[src/rtl/aes_round_sequencer.sv]
// Iterative AES-128 encryption controller: owns state/round-key registers, round count and Rcon,
// and time-shares one external combinational round datapath over NR rounds.
//
// state | meaning
// IDLE  | waiting for plaintext/key, in_ready high
// RUN   | one round per cycle through the external datapath
// DONE  | ciphertext held on out_data until out_ready
module aes_round_sequencer #(
   parameter int NR  = 10,
   parameter int RCW = 32
) (
   input  logic             clk,
   input  logic             rst,
   input  logic             in_valid,
   output logic             in_ready,
   input  logic [127:0]     in_data,
   input  logic [127:0]     in_key,
   output logic             out_valid,
   input  logic             out_ready,
   output logic [127:0]     out_data,
   output logic [127:0]     rd_state,
   output logic [127:0]     rd_key,
   output logic [RCW-1:0]   rd_rcon,
   output logic             rd_last,
   input  logic [127:0]     rd_next_state,
   input  logic [127:0]     rd_next_key,
   output logic             busy,
   output logic [3:0]       round
);

   localparam logic [3:0] NR_L = 4'(NR);

   typedef enum logic [1:0] {
      S_IDLE = 2'd0,
      S_RUN  = 2'd1,
      S_DONE = 2'd2
   } fsm_t;

   fsm_t         fsm;
   logic [127:0] state_reg;
   logic [127:0] key_reg;
   logic [7:0]   rcon_byte;

   always_ff @(posedge clk or posedge rst) begin
      if (rst) begin
         fsm       <= S_IDLE;
         in_ready  <= 1'b1;
         out_valid <= 1'b0;
         busy      <= 1'b0;
         round     <= 4'd0;
         out_data  <= '0;
         state_reg <= '0;
         key_reg   <= '0;
      end else begin
         case (fsm)
            S_IDLE: begin
               if (in_valid && in_ready) begin
                  state_reg <= in_data ^ in_key;
                  key_reg   <= in_key;
                  round     <= 4'd1;
                  in_ready  <= 1'b0;
                  busy      <= 1'b1;
                  fsm       <= S_RUN;
               end
            end
            S_RUN: begin
               state_reg <= rd_next_state;
               key_reg   <= rd_next_key;
               // >= keeps the counter bounded even if it were ever corrupted past NR
               if (round >= NR_L) begin
                  out_data  <= rd_next_state;
                  out_valid <= 1'b1;
                  round     <= 4'd0;
                  busy      <= 1'b0;
                  fsm       <= S_DONE;
               end else begin
                  round <= round + 4'd1;
               end
            end
            S_DONE: begin
               if (out_ready) begin
                  out_valid <= 1'b0;
                  in_ready  <= 1'b1;
                  fsm       <= S_IDLE;
               end
            end
            default: begin
               fsm       <= S_IDLE;
               in_ready  <= 1'b1;
               out_valid <= 1'b0;
               busy      <= 1'b0;
               round     <= 4'd0;
               out_data  <= '0;
               state_reg <= '0;
               key_reg   <= '0;
            end
         endcase
      end
   end

   // Decoded from registers only, so the datapath sees stable controls for the whole cycle
   always_comb begin
      rcon_byte = 8'h00;
      if (fsm == S_RUN) begin
         case (round)
            4'd1:    rcon_byte = 8'h01;
            4'd2:    rcon_byte = 8'h02;
            4'd3:    rcon_byte = 8'h04;
            4'd4:    rcon_byte = 8'h08;
            4'd5:    rcon_byte = 8'h10;
            4'd6:    rcon_byte = 8'h20;
            4'd7:    rcon_byte = 8'h40;
            4'd8:    rcon_byte = 8'h80;
            4'd9:    rcon_byte = 8'h1b;
            4'd10:   rcon_byte = 8'h36;
            default: rcon_byte = 8'h00;
         endcase
      end
   end

   assign rd_rcon  = {rcon_byte, {(RCW-8){1'b0}}};
   assign rd_last  = (fsm == S_RUN) && (round == NR_L);
   assign rd_state = state_reg;
   assign rd_key   = key_reg;

endmodule

[config.mk]
export PLATFORM = sky130hd
export DESIGN_NAME = aes_round_sequencer
export DESIGN_NICKNAME = d
export VERILOG_FILES = /design/src/rtl/aes_round_sequencer.sv
export SDC_FILE = /design/constraint.sdc
export NUM_CORES = 1
export LEC_CHECK = 0
export CORE_AREA = 2 2 364 366
export CTS_BUF_LIST = sky130_fd_sc_hd__clkbuf_4
export DETAILED_ROUTE_END_ITERATION = 10
export DIE_AREA = 0 0 366 368
export HOLD_SLACK_MARGIN = 0.06
export PLACE_DENSITY = 0.33
export SYNTH_ARGS = -nofsm -noshare
export SYNTH_HDL_FRONTEND = slang
export SYNTH_SLANG_ARGS = --single-unit
[constraint.sdc]
create_clock -name clk -period 16.4 [get_ports clk]
set_input_delay 4.1 -clock clk [delete_from_list [all_inputs] [get_ports clk]]
set_output_delay 4.1 -clock clk [all_outputs]
set_load 0.01 [all_outputs]
==> impl_metrics.json <==
{
  "finalWeightedCongestion": 0.8375,
  "relSlewSlack_pct": 27.47,
  "clock_latency_ps": 1100,
  "critical-path-top-delay-family": "simple AND/OR/NAND/NOR gates",
  "cts_made_buffers": 134,
  "ir_drop_mv": 0.1470,
  "cts_setup_buffers": 0,
  "drc": 0,
  "rsz0062_at_grt": "no",
  "crit_type": "reg2out",
  "min_period_over_period_pct": 45.82,
  "synth_compound_area_share_pct": 23.56,
  "period_needed_ps": 7514,
  "io_buffers": 915,
  "first_pass_iters": 5,
  "yosysUniqueCellTypes": 39,
  "p_leak_uw": 0.01285,
  "tns_ps": 0,
  "netlist_area_sq_um": 19220,
  "cts.sinks": 393,
  "syn_inst": 1662,
  "setup_viol": 0,
  "ys_top_cells_by_count": "dfrtp_1, a22o_1, nand2_1, o21ai_0, nand3_1",
  "status": "complete, no violations",
  "crit_required_ps": 12300,
  "ctsResizeCount": 0,
  "slowest_delay_ps": 740,
  "seq_area_frac_synth_pct": 51.18,
  "cp-start-kind": "flip-flop",
  "drt-initial-drc-count": 868,
  "crit_slowest_cell": "dfrtp_4",
  "end_kind": "output port",
  "layout-drive-gt1-share_pct": 13.23,
  "finalWirelength_microns": 105000,
  "pre_cts_ws_ps": 8999,
  "dp_hpwl_microns": 77490,
  "vias": 17562,
  "synth_largest_area_cell": "dfrtp_1",
  "tritoncts": "built",
  "area_growth_pct": 64.13,
  "cts_hold_buf": 0,
  "cp_cell_sequence": "nand2b_1 > nor3_1 > clkdlybuf4s50_1",
  "grt_max_degree": 134,
  "cp.arrival_ps": 3410,
  "hold_class": "reg2reg",
  "clk_path_buf_depth": 3,
  "yosys_warnings": 0,
  "cts_htree_levels": 4,
  "synthArstFlopShare_pct": 100.0,
  "synth-edff-count": 0,
  "tightest_slew_ps": 1088,
  "synthAdderAreaFrac_pct": 0.3907,
  "die_h_microns": 368,
  "grt_pass1_wl_microns": 147400,
  "ant_nets": 0,
  "muxShareOfSynthArea_pct": 6.719,
  "fmax_ghz": 0.1331,
  "wire_per_inst_microns": 23.70,
  "setup_slack_ps": 8886,
  "yosys_most_used_dff": "dfrtp_1",
  "ios": 940,
  "power_density_nw_per_um2": 194.3,
  "yosys.area_share.simple_pct": 6.595,
  "clock-root-buffer": "clkbuf_4",
  "yosysMostFrequentCell": "dfrtp_1",
  "synth_top_area_share_pct": 51.04,
  "slew_viol_final": 0,
  "grt_pass1_vias": 19100,
  "synth_top_family_by_area": "compound AO/OA/AOI/OAI gates",
  "fin_hold_ws_ps": 494.4,
  "overflow": 0,
  "synthXorXnorAreaFrac_pct": 5.879,
  "viasPerCell": 3.963,
  "coreArea_sq_um": 130800,
  "path_buf_inv": 1,
  "path_clk_slew_ps": 50,
  "hold_violations": 0,
  "synth-seq-cells": 393,
  "postSynthAreaPerCell_sq_um": 11.56,
  "start_util_pct": 14.69,
  "antenna_found_initial": 12,
  "nFillCells": 14148,
  "grt_usage_pct": 15.24,
  "drv_cap": 0,
  "die-width_microns": 366,
  "finalClockSkew_ps": 82.49,
  "yosys-top-cells-area": "dfrtp_1, a22o_1, o31ai_2",
  "crit_fanout": 46,
  "nets": 3097,
  "die_area_sq_um": 134700,
  "rows": 133
}
registers in the layout, summed over array words and instances (netlist names):
signal / cells
in_ready: 1
rd_key: 128
rd_state: 128
busy: 1
fsm: 2
out_data: 128
out_valid: 1
round: 4
cell usage in the layout (no fill, tap or decap), types with 3 or more instances in the layout:
| cell | n |
|---|---|
| a22o_1 | 257 |
| diode_2 | 16 |
| nand2_1 | 134 |
| inv_1 | 4 |
| inv_2 | 7 |
| xnor2_1 | 128 |
| o31ai_2 | 110 |
| a21oi_1 | 3 |
| o31ai_1 | 20 |
| nand3_1 | 130 |
| buf_12 | 4 |
| conb_1 | 24 |
| clkdlybuf4s50_1 | 915 |
| o21ai_0 | 131 |
| clkinv_1 | 10 |
| clkinvlp_4 | 3 |
| nor2_1 | 7 |
| buf_4 | 18 |
| mux2i_1 | 129 |
| dfrtp_1 | 390 |
| clkbuf_4 | 197 |
| ha_1 | 6 |
layer usage:
metal | vias up | share of wire, % | GRT usage [%]
met3 | 138 | 8.4 | 6.334
met2 | 689 | 50 | 26.15
met4 | 12 | 1.8 | 4.234
met5 | - | 0.076 | 0
met1 | 8733 | 40 | 17.27
li1 | 7990 | - | -
report_power, final:
part / internal [uW] / switching (uW) / total, uW
clock: 575 / 510 / 1090
sequential: 1450 / 318 / 1770
combinational: 1570 / 1700 / 3270
per-stage QoR:
| step | cell area, sq um | cells | total power [uW] | utilization, % |
|---|---|---|---|---|
| 2_1_floorplan | 19300 | 1685 | 3365 | - |
| 3_3_place_gp | 29860 | 4194 | 5130 | 22.83 |
| 3_5_place_dp | 29860 | 4194 | 5141 | 22.83 |
| 4_1_cts | 31500 | 4415 | 6301 | 24.08 |
| 5_1_grt | 31520 | 4424 | 6556 | 24.10 |
| 6_report | 31540 | 4431 | 6128 | 24.11 |
logic make-up after synthesis:
family          Yosys count
other cells               1
simple gates            284
fa+ha+maj                 6
buf+inv                 189
xor+xnor                129
flops                   393
compound gates          531
mux                     129
worst register-to-register path: cells and delay by family, from the launching register on:
| family | cells | cell delay (ps) |
|---|---|---|
| flip-flops | 1 | 910 |
| AND/OR/NAND/NOR | 2 | 760 |
| buffers and inverters | 3 | 2010 |
| AO/OA/AOI/OAI | 1 | 630 |
area by class of cell:
| class | instances | area, sq um | area share, % |
|---|---|---|---|
| Sequential cell | 393 | 9843 | 31.21 |
| Timing Repair Buffer | 937 | 9374 | 29.72 |
| Multi-Input combinational cell | 1103 | 8411 | 26.67 |
| Tap cell | 1755 | 2196 | 6.962 |
| Clock buffer | 197 | 1479 | 4.689 |
| Clock inverter | 24 | 163.9 | 0.5197 |
| Antenna cell | 16 | 40.04 | 0.1269 |
| Inverter | 6 | 35.03 | 0.1111 |
worst paths after layout:
| check | startpoint | endpoint | slack, ps | depth (start not counted) |
|---|---|---|---|---|
| setup reg to reg | fsm[1]$_DFFE_PP0P_ | rd_state[67]$_DFFE_PP0P_ | 12060 | 6 |
| setup / recovery | fsm[1]$_DFFE_PP0P_ | rd_rcon[31] | 8890 | 3 |
| hold / removal | out_data[66]$_DFFE_PP0P_ | out_data[66]$_DFFE_PP0P_ | 490 | 1 |
| hold reg to reg | out_data[66]$_DFFE_PP0P_ | out_data[66]$_DFFE_PP0P_ | 490 | 1 |
| max in group asynchronous | rst | fsm[1]$_DFFE_PP0P_ | 10410 | 4 |
| min in group asynchronous | rst | out_data[43]$_DFFE_PP0P_ | 3610 | 2 |
Note: power is estimated with default switching activity, not from simulation.
